--- src/rtl/riesgos_pkg.sv ---
// Shared types, state encodings and forwarding selects for the pipeline hazard controller.
package riesgos_pkg;

  // Widest register specifier the shadow slots can hold; narrower specifiers are zero-extended.
  localparam int unsigned ANCHO_DEST = 8;

  typedef enum logic [1:0] {
    EST_NORMAL = 2'b00,
    EST_FLUSH  = 2'b01
  } estado_t;

  localparam logic [1:0] FWD_REG = 2'b00;
  localparam logic [1:0] FWD_WB  = 2'b01;
  localparam logic [1:0] FWD_MEM = 2'b10;

  typedef struct packed {
    logic                  valido;
    logic [ANCHO_DEST-1:0] destino;
    logic                  escribe;
  } escritor_t;

  typedef struct packed {
    escritor_t esc;
    logic      lee_mem;
  } slot_t;

  // Register $0 is hard-wired, so a slot targeting it never produces a value.
  function automatic logic es_escritor(escritor_t s);
    return s.valido && s.escribe && (s.destino != '0);
  endfunction

endpackage

--- src/rtl/unidad_forwarding.sv ---
// Picks the forwarding source for one ALU operand from the two in-flight producer slots.
module unidad_forwarding
  import riesgos_pkg::*;
(
  input  logic [ANCHO_DEST-1:0] fuente,
  input  escritor_t             slot_ex,
  input  escritor_t             slot_mem,
  output logic [1:0]            sel_c
);

  // The younger producer (about to enter MEM) holds the newest value and wins.
  always_comb begin
    sel_c = FWD_REG;
    if (es_escritor(slot_ex) && (slot_ex.destino == fuente)) begin
      sel_c = FWD_MEM;
    end else if (es_escritor(slot_mem) && (slot_mem.destino == fuente)) begin
      sel_c = FWD_WB;
    end
  end

endmodule

--- src/rtl/control_riesgos.sv ---
// Hazard controller for the 5-stage pipeline: load-use stalls, registered EX forwarding
// selects and the branch-taken flush sequence.
module control_riesgos
  import riesgos_pkg::*;
#(
  parameter int unsigned FLUSH_CICLOS = 1,
  parameter int unsigned ANCHO_REG    = 5
) (
  input  logic                 clk,
  input  logic                 rst_n,
  input  logic                 id_valido,
  input  logic [ANCHO_REG-1:0] id_rs,
  input  logic [ANCHO_REG-1:0] id_rt,
  input  logic                 id_usa_rs,
  input  logic                 id_usa_rt,
  input  logic [ANCHO_REG-1:0] id_reg_destino,
  input  logic                 id_escribe_reg,
  input  logic                 id_lee_mem,
  input  logic                 branch_habilitado_EX,
  output logic                 pc_write,
  output logic                 if_id_write,
  output logic                 id_ex_burbuja,
  output logic                 if_id_flush,
  output logic                 id_ex_flush,
  output logic [1:0]           fwd_a_EX,
  output logic [1:0]           fwd_b_EX,
  output logic [1:0]           estado
);

  localparam int unsigned ANCHO_CNT = 2;

  estado_t               est_q, est_d;
  logic [ANCHO_CNT-1:0]  cnt_q, cnt_d;
  slot_t                 ex_q, ex_d;
  escritor_t             mem_q;
  logic [1:0]            fwd_a_q, fwd_b_q, fwd_a_d, fwd_b_d;
  logic [1:0]            sel_a_c, sel_b_c;
  logic [ANCHO_DEST-1:0] rs_c, rt_c, dest_c;
  logic                  ramal_c, flush_c, riesgo_c, stall_c, carga_c;

  assign rs_c   = ANCHO_DEST'(id_rs);
  assign rt_c   = ANCHO_DEST'(id_rt);
  assign dest_c = ANCHO_DEST'(id_reg_destino);

  // A taken branch only counts in NORMAL; reset masks it so flush outputs clear immediately.
  assign ramal_c = rst_n && (est_q == EST_NORMAL) && branch_habilitado_EX;
  assign flush_c = ramal_c || (est_q == EST_FLUSH);

  assign riesgo_c = id_valido && ex_q.esc.valido && ex_q.lee_mem && (ex_q.esc.destino != '0) &&
                    ((id_usa_rs && (rs_c == ex_q.esc.destino)) ||
                     (id_usa_rt && (rt_c == ex_q.esc.destino)));
  assign stall_c  = riesgo_c && !flush_c;
  assign carga_c  = id_valido && !stall_c && !flush_c;

  unidad_forwarding u_fwd_a (
    .fuente   (rs_c),
    .slot_ex  (ex_q.esc),
    .slot_mem (mem_q),
    .sel_c    (sel_a_c)
  );

  unidad_forwarding u_fwd_b (
    .fuente   (rt_c),
    .slot_ex  (ex_q.esc),
    .slot_mem (mem_q),
    .sel_c    (sel_b_c)
  );

  // Next contents of the EX shadow slot and the selects that travel with it.
  always_comb begin
    ex_d    = '0;
    fwd_a_d = FWD_REG;
    fwd_b_d = FWD_REG;
    if (carga_c) begin
      ex_d.esc.valido  = 1'b1;
      ex_d.esc.destino = dest_c;
      ex_d.esc.escribe = id_escribe_reg;
      ex_d.lee_mem     = id_lee_mem;
      if (id_usa_rs) fwd_a_d = sel_a_c;
      if (id_usa_rt) fwd_b_d = sel_b_c;
    end
  end

  // Flush sequencing: FLUSH lasts exactly FLUSH_CICLOS cycles.
  always_comb begin
    est_d = est_q;
    cnt_d = cnt_q;
    case (est_q)
      EST_NORMAL: begin
        if (ramal_c) begin
          est_d = EST_FLUSH;
          cnt_d = ANCHO_CNT'(FLUSH_CICLOS);
        end
      end
      EST_FLUSH: begin
        if (cnt_q <= ANCHO_CNT'(1)) begin
          est_d = EST_NORMAL;
          cnt_d = '0;
        end else begin
          cnt_d = cnt_q - ANCHO_CNT'(1);
        end
      end
      default: begin
        est_d = EST_NORMAL;
        cnt_d = '0;
      end
    endcase
  end

  always_ff @(posedge clk or negedge rst_n) begin
    if (!rst_n) begin
      est_q   <= EST_NORMAL;
      cnt_q   <= '0;
      ex_q    <= '0;
      mem_q   <= '0;
      fwd_a_q <= FWD_REG;
      fwd_b_q <= FWD_REG;
    end else begin
      est_q   <= est_d;
      cnt_q   <= cnt_d;
      ex_q    <= ex_d;
      mem_q   <= ex_q.esc;
      fwd_a_q <= fwd_a_d;
      fwd_b_q <= fwd_b_d;
    end
  end

  assign pc_write      = !stall_c;
  assign if_id_write   = !stall_c;
  assign id_ex_burbuja = stall_c;
  assign if_id_flush   = flush_c;
  assign id_ex_flush   = ramal_c;
  assign fwd_a_EX      = fwd_a_q;
  assign fwd_b_EX      = fwd_b_q;
  assign estado        = est_q;

endmodule

--- config.mk ---
export PLATFORM = sky130hd
export DESIGN_NAME = control_riesgos
export DESIGN_NICKNAME = d
export VERILOG_FILES = /design/src/rtl/riesgos_pkg.sv /design/src/rtl/unidad_forwarding.sv /design/src/rtl/control_riesgos.sv
export SDC_FILE = /design/constraint.sdc
export NUM_CORES = 1
export LEC_CHECK = 0
export ABC_AREA = 1
export CAP_MARGIN = 20
export CORE_AREA = 2 2 41 58
export CTS_CLUSTER_SIZE = 10
export DETAILED_ROUTE_END_ITERATION = 7
export DIE_AREA = 0 0 43 60
export DONT_BUFFER_PORTS = 1
export PLACE_DENSITY = 0.72
export SETUP_SLACK_MARGIN = 0.2
export SKIP_CTS_REPAIR_TIMING = 1
export SLEW_MARGIN = 0
export SYNTH_ARGS = -nofsm -noshare
export SYNTH_HDL_FRONTEND = slang
export SYNTH_SLANG_ARGS = --single-unit
--- constraint.sdc ---
create_clock -name clk -period 1.5 [get_ports clk]
set_input_delay 0 -clock clk [delete_from_list [all_inputs] [get_ports clk]]
set_output_delay 0 -clock clk [all_outputs]
set_load 0.03 [all_outputs]
; Yosys cells after proc, flatten, opt, wreduce, memory -nomap -nowiden
; Index checks and enable logic that the tools add are counted.
[classes]
n_addsub = 1
magnitude_cmp = 1
eq_ne = 9
muxes = 14
reduce_logical = 27
[op_table]
columns = op, n
row1 = $eq 8x5->1, 4
row2 = $logic_and 1x1->1, 19
row3 = $mux 2, 9
row4 = $eq 5x8->1, 2
row5 = $reduce_bool 8->1, 2
row6 = $mux 11, 1
row7 = $pmux 2 s2, 2
row8 = $eq 2x1->1 const B, 1
row9 = $le 2x1->1 const B, 1
row10 = $logic_not 1->1, 2
row11 = $logic_not 2->1, 1
row12 = $logic_or 1x1->1, 2
row13 = $mux 1, 2
row14 = $ne 2x1->1 const B, 1
row15 = $ne 2x2->1 const B, 1
row16 = $reduce_and 2->1, 1
row17 = $sub 2x1->2 const B, 1
[word_totals]
reg_bits = 29
input_bits = 23

; Longest topological paths before layout
; Gate-level depths: netlist (run 1).
[depth]
ltp_word = 10
ltp_mapped = 10
ltp_nobuf = 9

; By module
; A second synthesis (run 1) with hierarchy kept.
[hier_totals]
hier_cells = 286
hier_area_um2 = 1695.4
[modules_own_cells]
columns = module, n_inst, cells_per_inst, area_each_um2, seq_area_each_um2
row1 = control_riesgos, 1, 122, 969.7, 550.5
row2 = unidad_forwarding, 2, 82, 362.8, 0.0

; Worst setup path after synthesis (run 1)
; Ideal clock, no wire load.
[synth_timing]
path_type = reg-to-reg
from = register est_q[0] (netlist: estado[0])
to = register ex_q[0] (netlist bit)
setup_ns = 0.116
arrival_ns = 1.615
required_ns = 1.384
path_slack_ns = -0.231
path_stages_with_launch = 11
path_buffers = 1
synth_period_minus_slack_ns = 1.731
cell_sequence = dfrtp_1 > inv_2 > nand3_4 > nand2_2 > nor2_4 > nand2_1 > nor2_2 > nand2_2 > nand2_2 > buf_6 > nor2_2
[synth_lines]
columns = item, line_no
row1 = from (decl), control_riesgos.sv:32  ; estado_t est_q, est_d;
row2 = from (signal assigned), control_riesgos.sv:119  ; est_q <= est_d;
row3 = to (signal assigned), control_riesgos.sv:114  ; ex_q <= '0;
row4 = to (signal assigned), control_riesgos.sv:121  ; ex_q <= ex_d;
row5 = to (decl), control_riesgos.sv:34  ; slot_t ex_q, ex_d;

; Worst setup path after layout (run 1)
[layout_timing]
from = register ex_q[5] (netlist bit)
to = output pc_write
[layout_between]
elab_chain_len = 6
word_cells_on_any_way = 10
[layout_lines]
columns = item, line_no
row1 = "$eq 5x8->1, on equally long branches", "control_riesgos.sv:50, control_riesgos.sv:51"
row2 = "$logic_and 1x1->1, on equally long branches", "control_riesgos.sv:50, control_riesgos.sv:51"
row3 = $logic_or 1x1->1, control_riesgos.sv:50  ; ((id_usa_rs && (rs_c == ex_q.esc.destino)) ||
row4 = $logic_and 1x1->1 (*), control_riesgos.sv:49  ; assign riesgo_c = id_valido && ex_q.esc.valido && ex_q.lee_mem && (ex_q.esc.destino != '0) &&
row5 = $logic_and 1x1->1 (*), control_riesgos.sv:52  ; assign stall_c = riesgo_c && !flush_c;
row6 = $logic_not 1->1 (*), -
row7 = to (decl), control_riesgos.sv:20  ; output logic pc_write,
; Every way passes the cells marked *; elsewhere a longest branch is shown, timed or not.

==> metrics, run 1 <==
Post-Layout Cell Count=193; vias in the first global route=893; Final min period=1530 ps; reg-to-reg setup timing slack=40 ps; metal2 WL=1.49 mm; area occupied by multi-input gates=537 um2; Sw Share=28.0%; final setup vio count=3; register area share after synthesis=46.9%; global-route wire length before repair=3.59 mm; Port Buf Inserts=0; Worst Setup SP=ex_q[5]; CTS tree=done; vias post-DR=983; Starting Density=55.9%; worst setup path category=reg -> out; Mean Syn Cell Area=7.83 um2; commonest cells in the netlist=38 x nand2_1, 28 x inv_1, 22 x dfrtp_1; initial antenna violation count=0; RSZ-0062 raised after global routing=true; Antenna Cells=0; GP Congestion=0.809; final instance area=1480 um2; CP required=1500 ps; Max Slew Vio Count=0; die area=2580 um2; critical path launch point type=register; switching power=0.338 mW; max_cap viols=0; Total GRT Usage=19.2%; RR Startpoint=ex_q[5]; Syn Nets=173; fin crit share=102%; core area=2100 um2; Chip Height=60 um; Clk pwr share=27.6%; Critical Path End Type=output pin; clock slew seen by the registers of the worst setup and hold paths=110 ps; Synth Flop Type=dfrtp_1; post-placement cell count=173; CTS sink count=22; routed len/inst=13.7 um; WP data arrival=1530 ps; metal3 WL=130 um; Met1 Routed Length=966 um; Fill cells=172; Async SR Flop Fraction=100%; path depth of the worst reg2reg path=9; root buffer cell=clkbuf_4; hpwl dp=1.82 mm; WL final=2.65 mm; TritonCTS Buffers=3; Pleak=0.763 nW; number of DRC markers in iteration 0=31; Residual DRC=0; grt total ovfl=0; critical path endpoint=pc_write; CP max FO=5; failing checks=negative hold slack, negative setup slack; Nets=195; Post-synth EDFFs=0; Synth area leader=dfrtp_1; Peak VDD IR=658 uV; synth warn=0; Synth Instances=150; Die X=43 um; sequential cell area=553 um2; hold crit path type=in -> reg; Pwr Density=816 nW/um2; post-route ant nets=0; Post-Place Setup Slack=-0.187 ps; Final Core Density=70.4%; highest metal used=met4; Reg power frac=53.4%; Synth top area share=46.9%; largest net degree at the start of global routing=24; Vias per Instance=5.09; top area cells in the synthesized netlist=dfrtp_1 47%, nand2_1 12%, inv_1 8.9%; placed cell area=1220 um2; io pins=34; status=finished, violations left; share of cells above drive strength 1=23.4%; Comb pwr share=19.0%; synthesized cell area=1170 um2; hold_ws=-159 ps; Internal=0.870 mW; Area growth syn-to-layout=26.0%; H-tree levels=1; deepest clock path buffer count=2; DRT Pass-1 Iters=6; fin worst setup slack=-26.3 ps; post-synthesis sequential element count=22; worst r2r dst=ex_q[2]; count leader, synth=nand2_1; clock latency on the worst-skew pair=320 ps; row count=20; Synth cell types=23; Clock Skew=8.12 ps; Hold Fails Final Rpt=4; fmax=0.655 GHz
-- how the worst min path moves through the flow --
stage | startpoint | end | cells past startpoint
6_report | branch_habilitado_EX | estado[0] | 2
5_1_grt | branch_habilitado_EX | estado[0] | 2
4_1_cts | rst_n | fwd_a_EX[1] | 0
3_5_place_dp | rst_n | fwd_a_EX[1] | 0
3_3_place_gp | rst_n | ex_q[6] | 0
2_1_floorplan | rst_n | cnt_q[0] | 0
-- layout by cell type (no fill, tap or decap) --
cell type,count
dlygate4sd3_1,11
buf_4,5
nand3_4,1
and3_1,1
nor2_1,11
a21oi_1,1
nor3_1,2
inv_4,1
xor2_1,3
o211ai_1,2
nand2_4,2
inv_1,24
nand4_1,4
o21ai_0,3
or2_2,1
nor2_2,12
nand2_1,37
inv_2,4
xnor2_1,4
o22ai_1,1
buf_12,3
dfrtp_2,2
conb_1,1
clkbuf_4,3
clkinvlp_4,1
nor2_4,1
dfrtp_1,20
clkbuf_8,1
nand2_8,2
nand3_1,6
nand2_2,1
-- stage by stage --
stage	hold slack [ps]	power (mW)	TNS, ps
after CTS	-647	1.14	-291
after global placement	-295	0.812	0
after floorplan	-296	0.788	-199
final	-159	1.21	-65.9
after detailed placement	-295	0.817	-0.187
after global routing	-178	1.26	-804
-- critical path, cell delays in order (launching register included) --
cell,delay [ps]
dfrtp_2,460
nand2_1,80
nand2_1,70
nor2_2,140
nand4_1,120
nand2_2,110
nand2_4,80
buf_12,160
-- layout make-up --
class / count / area share, %
Tap cell: 22 / 1.86
Timing Repair Buffer: 19 / 14.0
Inverter: 30 / 8.03
Sequential cell: 22 / 37.4
Clock buffer: 4 / 2.45
Multi-Input combinational cell: 96 / 36.3
-- flip-flops by register name (all words and copies together) (netlist names) --
| register | flops |
|---|---|
| ex_q | 8 |
| mem_q | 7 |
| cnt_q | 2 |
| fwd_a_EX | 2 |
| fwd_b_EX | 2 |
| estado | 1 |
-- per-layer routing --
layer	global-route usage, %	up-vias
li1	-	488
met1	20.3	461
met2	34.8	28
met3	3.32	6
met4	11.7	0
met5	0	-
-- power by group through the flow --
| stage | clock, mW | combinational [mW] | sequential (mW) |
|---|---|---|---|
| finish | 0.333 | 0.230 | 0.646 |
| detailed placement | 0 | 0.160 | 0.656 |
| CTS | 0.336 | 0.161 | 0.644 |
| floorplan | 0 | 0.133 | 0.654 |
| global placement | 0 | 0.158 | 0.654 |
| global route | 0.360 | 0.255 | 0.649 |
-- logic make-up (layout without fill, tap and decap cells) --
kind of cell	count (synthesis)	in the layout	share of synthesized area (%)
DFF	22	22	46.9
other	1	1	0.319
AOI/OAI and AO/OA	7	7	3.51
buffers and inverters	33	53	11.8
xor gates and xnor gates	7	7	5.22
and+or+nand+nor	80	81	32.3
No activity file was read; power rests on OpenSTA's default activity.
==> run 2, diff against run 1 <==
--- a/config.mk
+++ b/config.mk
@@ -5,14 +5,15 @@
 export SDC_FILE = /design/constraint.sdc
 export NUM_CORES = 1
 export LEC_CHECK = 0
-export ABC_AREA = 1
 export CAP_MARGIN = 20
-export CORE_AREA = 2 2 41 58
+export CELL_PAD_IN_SITES_DETAIL_PLACEMENT = 1
+export CELL_PAD_IN_SITES_GLOBAL_PLACEMENT = 2
+export CORE_AREA = 2 2 49 69
 export CTS_CLUSTER_SIZE = 10
 export DETAILED_ROUTE_END_ITERATION = 7
-export DIE_AREA = 0 0 43 60
+export DIE_AREA = 0 0 51 71
 export DONT_BUFFER_PORTS = 1
-export PLACE_DENSITY = 0.72
+export PLACE_DENSITY_LB_ADDON = 0.1
 export SETUP_SLACK_MARGIN = 0.2
 export SKIP_CTS_REPAIR_TIMING = 1
 export SLEW_MARGIN = 0
==> run 2 against run 1 <==
  * Die area up 40%
  * Sequential cell count unchanged
  * Via count decreased by 14%
  * Final cell count fell by 9.8%
  * Non-clock buffer count up 15
  * Setup slack worse by 560 ps
  * The flow still finishes with violations (negative hold slack, negative setup slack)
  * Global-route usage down 3.1 points
  * First-iteration DRC count decreased by 94%
  * Highest routed layer unchanged
  * Clock power is 26% higher
==> metrics, run 2 <==
number of DRC markers in iteration 0=2 (-94%); final setup vio count=15 (+12); CTS sink count=22 (unchanged); vias post-DR=844 (-14%); Synth Instances=101 (-33%); max_cap viols=0 (unchanged); synth warn=0 (unchanged); Max Slew Vio Count=0 (unchanged); GP Congestion=0.806 (-0.37%); failing checks=negative hold slack, negative setup slack; hold crit path type=in -> reg; Mean Syn Cell Area=10.3 um2 (+32%); worst setup path category=reg -> out; Critical Path End Type=output pin; critical path launch point type=register; Async SR Flop Fraction=100% (unchanged); count leader, synth=dfrtp_1; grt total ovfl=0 (unchanged); top area cells in the synthesized netlist=dfrtp_1 53%, xor2_1 13%, nor2_1 4.3%; Pleak=0.695 nW (-8.9%); Peak VDD IR=765 uV (+16%); register area share after synthesis=52.7% (+5.8 points); Chip Height=71 um (+18%); placed cell area=1220 um2 (+0.10%); share of cells above drive strength 1=35.6% (+12 points); root buffer cell=clkbuf_8; DRT Pass-1 Iters=4 (-2); CP max FO=7 (+2); Synth top area share=52.7% (+5.8 points); WP data arrival=2090 ps (+560 ps); worst r2r dst=fwd_b_EX[0]; fin crit share=139% (+38 points); initial antenna violation count=0 (unchanged); post-synthesis sequential element count=22 (unchanged); global-route wire length before repair=4.26 mm (+19%); CP Cell Sequence=xor2_2 -> nor4_2 -> buf_4 -> nand3_4 -> a211oi_4 -> buf_12 -> clkinvlp_4 -> buf_8; die area=3620 um2 (+40%); Synth cell types=23 (unchanged); hold endpoint=fwd_a_EX[0]; status=finished, violations left; Hold Path Origin=id_rs[0]; Synth area leader=dfrtp_1; CP max stage delay=450 ps (about the same); Antenna Cells=0 (unchanged); max FFs per register=8 (unchanged); RR Startpoint=ex_q[5]; final instance area=1550 um2 (+4.8%); RSZ-0062 raised after global routing=true; CTS tree=done; H-tree levels=1 (unchanged); Starting Density=34.4% (-21 points); TritonCTS Buffers=3 (unchanged); Area growth syn-to-layout=48.5%; io pins=34 (unchanged); Post-Place Setup Slack=-373 ps (-373 ps); Clock Skew=2.36 ps (-5.76 ps); CP required=1500 ps (about the same); fmax=0.478 GHz (-27%); WL final=2.81 mm (+6.2%); path depth of the worst reg2reg path=8 (-1); commonest cells in the netlist=22 x dfrtp_1, 16 x xor2_1, 12 x nor2_1; Hold Fails Final Rpt=2 (-2); reg-to-reg setup timing slack=-420 ps (-460 ps); Final min period=2090 ps (+564 ps); synthesized cell area=1040 um2 (-11%); Synth Flop Type=dfrtp_1; post-route ant nets=0 (unchanged); Vias per Instance=4.85 (-4.8%); fin worst setup slack=-590 ps (-564 ps); Power Total=1.70 mW (+40%); hpwl dp=2.07 mm (+14%); Worst path slowest cell=dfrtp_2; clock slew seen by the registers of the worst setup and hold paths=80 ps (-30 ps); row count=24 (+20%); commonest cells after routing, fill and taps aside=20 x dfrtp_1, 19 x buf_4, 15 x xor2_1, 11 x dlygate4sd3_1, 9 x nand2_1; largest reg by FF count=ex_q; vias in the first global route=900 (+0.78%); most common cell after layout, fill and taps aside=dfrtp_1; largest net degree at the start of global routing=25 (+4.2%); core area=3030 um2 (+44%); Pwr Density=1090 nW/um2 (+34%); Post-synth EDFFs=0 (unchanged); hold_ws=-10.1 ps (+149 ps); Residual DRC=0 (unchanged); Syn Nets=124 (-28%); Die X=51 um (+19%); Port Buf Inserts=0 (unchanged); hold path depth=3 (+1); clock latency on the worst-skew pair=260 ps (-60 ps); biggest regs=ex_q: 8 flops, mem_q: 7 flops; Nets=159 (-18%); routed len/inst=16.2 um (+18%); Total GRT Usage=16.1% (-3.1 points); deepest clock path buffer count=2 (unchanged)
run 2: changes by cell type after synthesis, moves of 2 or more:
cell | previous run | this run
nor4_1 | 0 | 3
or4_1 | 0 | 2
o21ai_0 | 3 | 0
nand2b_1 | 0 | 2
nand2_2 | 3 | 0
inv_1 | 28 | 4
inv_2 | 2 | 0
nor3b_1 | 0 | 2
nand4_1 | 4 | 2
nor2_2 | 10 | 0
xor2_1 | 3 | 16
nand2_1 | 38 | 9
run 2: stage by stage:
step | hold slack [ps] | util, % | cells | TNS (ps)
6_report | -10.1 | 51.2 | 174 | -5900
5_1_grt | -10.9 | 51.2 | 174 | -7450
4_1_cts | -583 | 42.1 | 156 | -5690
3_5_place_dp | -295 | 40.3 | 152 | -4630
3_3_place_gp | -295 | 40.3 | 152 | -3850
2_1_floorplan | -296 | - | 101 | -2080
run 2: cell type report:
cell class	count	area [um2]
fillers	332	1480
flip-flops and latches	22	553
multi-input cells	71	551
repair buffers	34	323
clock buffers	4	55.1
well taps	39	48.8
inverters	4	21.3
run 2: how the worst max path moves through the flow:
stage                       start           to  slack (ps)  cells past startpoint
after floorplan           ex_q[6]     pc_write        -400                      7
after global placement    ex_q[3]  if_id_write        -320                      8
after detailed placement  ex_q[3]  if_id_write        -370                      8
after CTS                 ex_q[3]  if_id_write        -670                      8
after global routing      ex_q[4]     pc_write        -710                      8
final                     ex_q[4]  if_id_write        -590                      8
run 2: where the power goes:
part | leakage, nW | internal [mW] | switching [mW]
sequential | 0.293 | 0.677 | 0.0689
combinational | 0.374 | 0.242 | 0.289
clock | 0.0288 | 0.234 | 0.186
run 2: cell families (layout without fill, tap and decap cells):
group | Yosys count | after routing | synth area share, %
simple gates | 45 | 45 | 21.9
flops | 22 | 22 | 52.7
xor+xnor | 20 | 20 | 16.8
buf+inv | 8 | 42 | 4.67
compound gates | 5 | 5 | 3.59
other cells | 1 | 1 | 0.359
run 2: per-layer routing:
layer  vias up  share of wire [%]  global-route usage, %
met5         -                  0                      0
met4         0               0.89                   7.21
met3         2                5.0                   4.22
met2        22                 56                   27.3
met1       421                 38                   18.6
li1        399                  -                      -
run 2: worst max-delay path, delay by kind of cell (launching register included):
kind	cells	cell delay, ps
buffers and inverters	4	560
DFF	1	450
AOI/OAI and AO/OA	1	320
and+or+nand+nor	2	340
xor gates and xnor gates	1	160
==> run 3, diff against run 2 <==
--- a/config.mk
+++ b/config.mk
@@ -14,6 +14,7 @@
 export DIE_AREA = 0 0 51 71
 export DONT_BUFFER_PORTS = 1
 export PLACE_DENSITY_LB_ADDON = 0.1
+export REMOVE_ABC_BUFFERS = 1
 export SETUP_SLACK_MARGIN = 0.2
 export SKIP_CTS_REPAIR_TIMING = 1
 export SLEW_MARGIN = 0
==> run 3 against run 2 <==
  * Fmax is 2.2% higher
  * Power is 7.6% lower
  * Clock-buffer cell count is 1 lower
  * Critical path type unchanged
  * Via count is 3.2% lower
  * Sequential cell count stayed put
  * Wire length is 4.5% lower
  * The run still ends with negative hold slack, negative setup slack left
==> metrics, run 3 (synthesized netlist as in run 2, its figures left out) <==
row count=24 (unchanged); Hold Fails Final Rpt=2 (unchanged); Final min period=2040 ps (-45.0 ps); number of DRC markers in iteration 0=7 (+5); deepest clock path buffer count=2 (unchanged); Port Buf Inserts=0 (unchanged); CP required=1500 ps (about the same); CP Cell Sequence=xor2_2 -> nor4_2 -> nand3_1 -> a211oi_2 -> buf_4 -> inv_2 -> buf_8; grt total ovfl=0 (unchanged); sequential cell area=552 um2 (-0.23%); reg-to-reg setup timing slack=-450 ps (-30 ps); commonest cells after routing, fill and taps aside=21 x dfrtp_1, 14 x xor2_1, 14 x buf_4, 11 x dlygate4sd3_1; max_cap viols=0 (unchanged); hold crit path type=in -> reg; initial antenna violation count=0 (unchanged); Fill cells=342 (+3.0%); CP max FO=5 (-2); routed len/inst=15.8 um (-2.3%); share of cells above drive strength 1=28.2% (-7.3 points); Die X=51 um (unchanged); clock slew seen by the registers of the worst setup and hold paths=70 ps (about the same); Comb pwr share=30.2% (-1.1 points); global-route wire length before repair=4.12 mm (-3.4%); H-tree levels=1 (unchanged); Power Total=1.57 mW (-7.6%); Sw Share=31.9% (-0.17 points); Residual DRC=0 (unchanged); clock latency on the worst-skew pair=260 ps (about the same); Vias per Instance=4.81 (-0.92%); Pwr Density=1090 nW/um2 (-0.58%); root buffer cell=clkbuf_8; delay-heaviest family, CP=simple AND/OR/NAND/NOR gates; RSZ-0062 raised after global routing=true; Peak VDD IR=964 uV (+26%); CTS sink count=22 (unchanged); GP Congestion=0.788 (-2.2%); fmax=0.489 GHz (+2.2%); fin worst setup slack=-545 ps (+45.0 ps); Reg power frac=47.2% (+3.2 points); post-route ant nets=0 (unchanged); io pins=34 (unchanged); fin crit share=136% (-3.0 points); failing checks=negative hold slack, negative setup slack; CTS tree=done; Max Slew Vio Count=0 (unchanged); critical path launch point type=register; most common cell after layout, fill and taps aside=dfrtp_1; Buf/Inv on CP=3 (-1); Clk pwr share=22.6% (-2.1 points); final setup TNS=-5470 ps (+426 ps); max FFs per register=8 (unchanged); Pleak=0.667 nW (-4.0%); DRT Pass-1 Iters=3 (-1); vias post-DR=817 (-3.2%); Internal=1.07 mW (-7.3%); worst setup path category=reg -> out; status=finished, violations left; Starting Density=34.4% (unchanged); WL final=2.69 mm (-4.5%); area occupied by multi-input gates=487 um2 (-12%); Clock Skew=1.75 ps (-0.604 ps); biggest regs=ex_q: 8 flops, mem_q: 7 flops; Critical Path End Type=output pin; core area=3030 um2 (unchanged); Post-Place Setup Slack=-325 ps (+48.0 ps); Chip Height=71 um (unchanged); largest reg by FF count=ex_q; WP data arrival=2040 ps (-50 ps); Antenna Cells=0 (unchanged); hpwl dp=1.95 mm (-5.8%); Area growth syn-to-layout=38.1%; TritonCTS Buffers=3 (unchanged); largest net degree at the start of global routing=25 (unchanged); vias in the first global route=869 (-3.4%); Nets=156 (-1.9%); final setup vio count=15 (unchanged); CP max stage delay=450 ps (about the same); Worst path slowest cell=dfrtp_2; hold_ws=-16.9 ps (-6.75 ps); switching power=0.499 mW (-8.1%); die area=3620 um2 (unchanged); Total GRT Usage=15.5% (-0.58 points)
[run 3: cell type report]
cell class	count	area share, %
sequential	22	38.2
multi-input combinational	71	33.7
timing repair buffer	31	20.5
tap	39	3.38
clock buffer	3	2.86
inverter	4	1.30
[run 3: worst min-delay path: stages]
cell and delay, ps:
xnor2_1 50, nand4_1 110, nor3_2 50
[run 3: path summary, 6_finish.rpt]
check / cells after the start / end / from
min: 3 / fwd_a_EX[0] / id_rs[0]
min reg2reg: 0 / mem_q[0] / ex_q[1]
max reg2reg: 8 / ex_q[6] / ex_q[3]
min in group asynchronous: 2 / mem_q[5] / rst_n
max: 7 / pc_write / ex_q[3]
max in group asynchronous: 2 / ex_q[3] / rst_n
[run 3: power groups by stage]
stage | sequential, mW | clock, mW | combinational, mW
after floorplan | 0.771 | 0 | 0.228
after global placement | 0.744 | 0 | 0.397
after detailed placement | 0.749 | 0 | 0.407
after CTS | 0.738 | 0.369 | 0.410
after global routing | 0.757 | 0.401 | 0.530
final | 0.740 | 0.355 | 0.473
[run 3: routing by layer]
metal  up-vias  GRT usage (%)  routed length (um)  share of wire [%]
met1       404           17.6                1040                 39
met5         -              0                   0                  0
met4         0           5.41                  31                1.2
met2        20           27.4                1480                 55
li1        389              -                   -                  -
met3         4           4.01                 133                4.9
[run 3: metrics by stage]
stage	instance area [um2]	cells	util, %
final	1440	170	47.6
after global routing	1440	170	47.6
after CTS	1200	152	39.5
after detailed placement	1160	149	38.2
after global placement	1160	149	38.2
after floorplan	1010	97	-
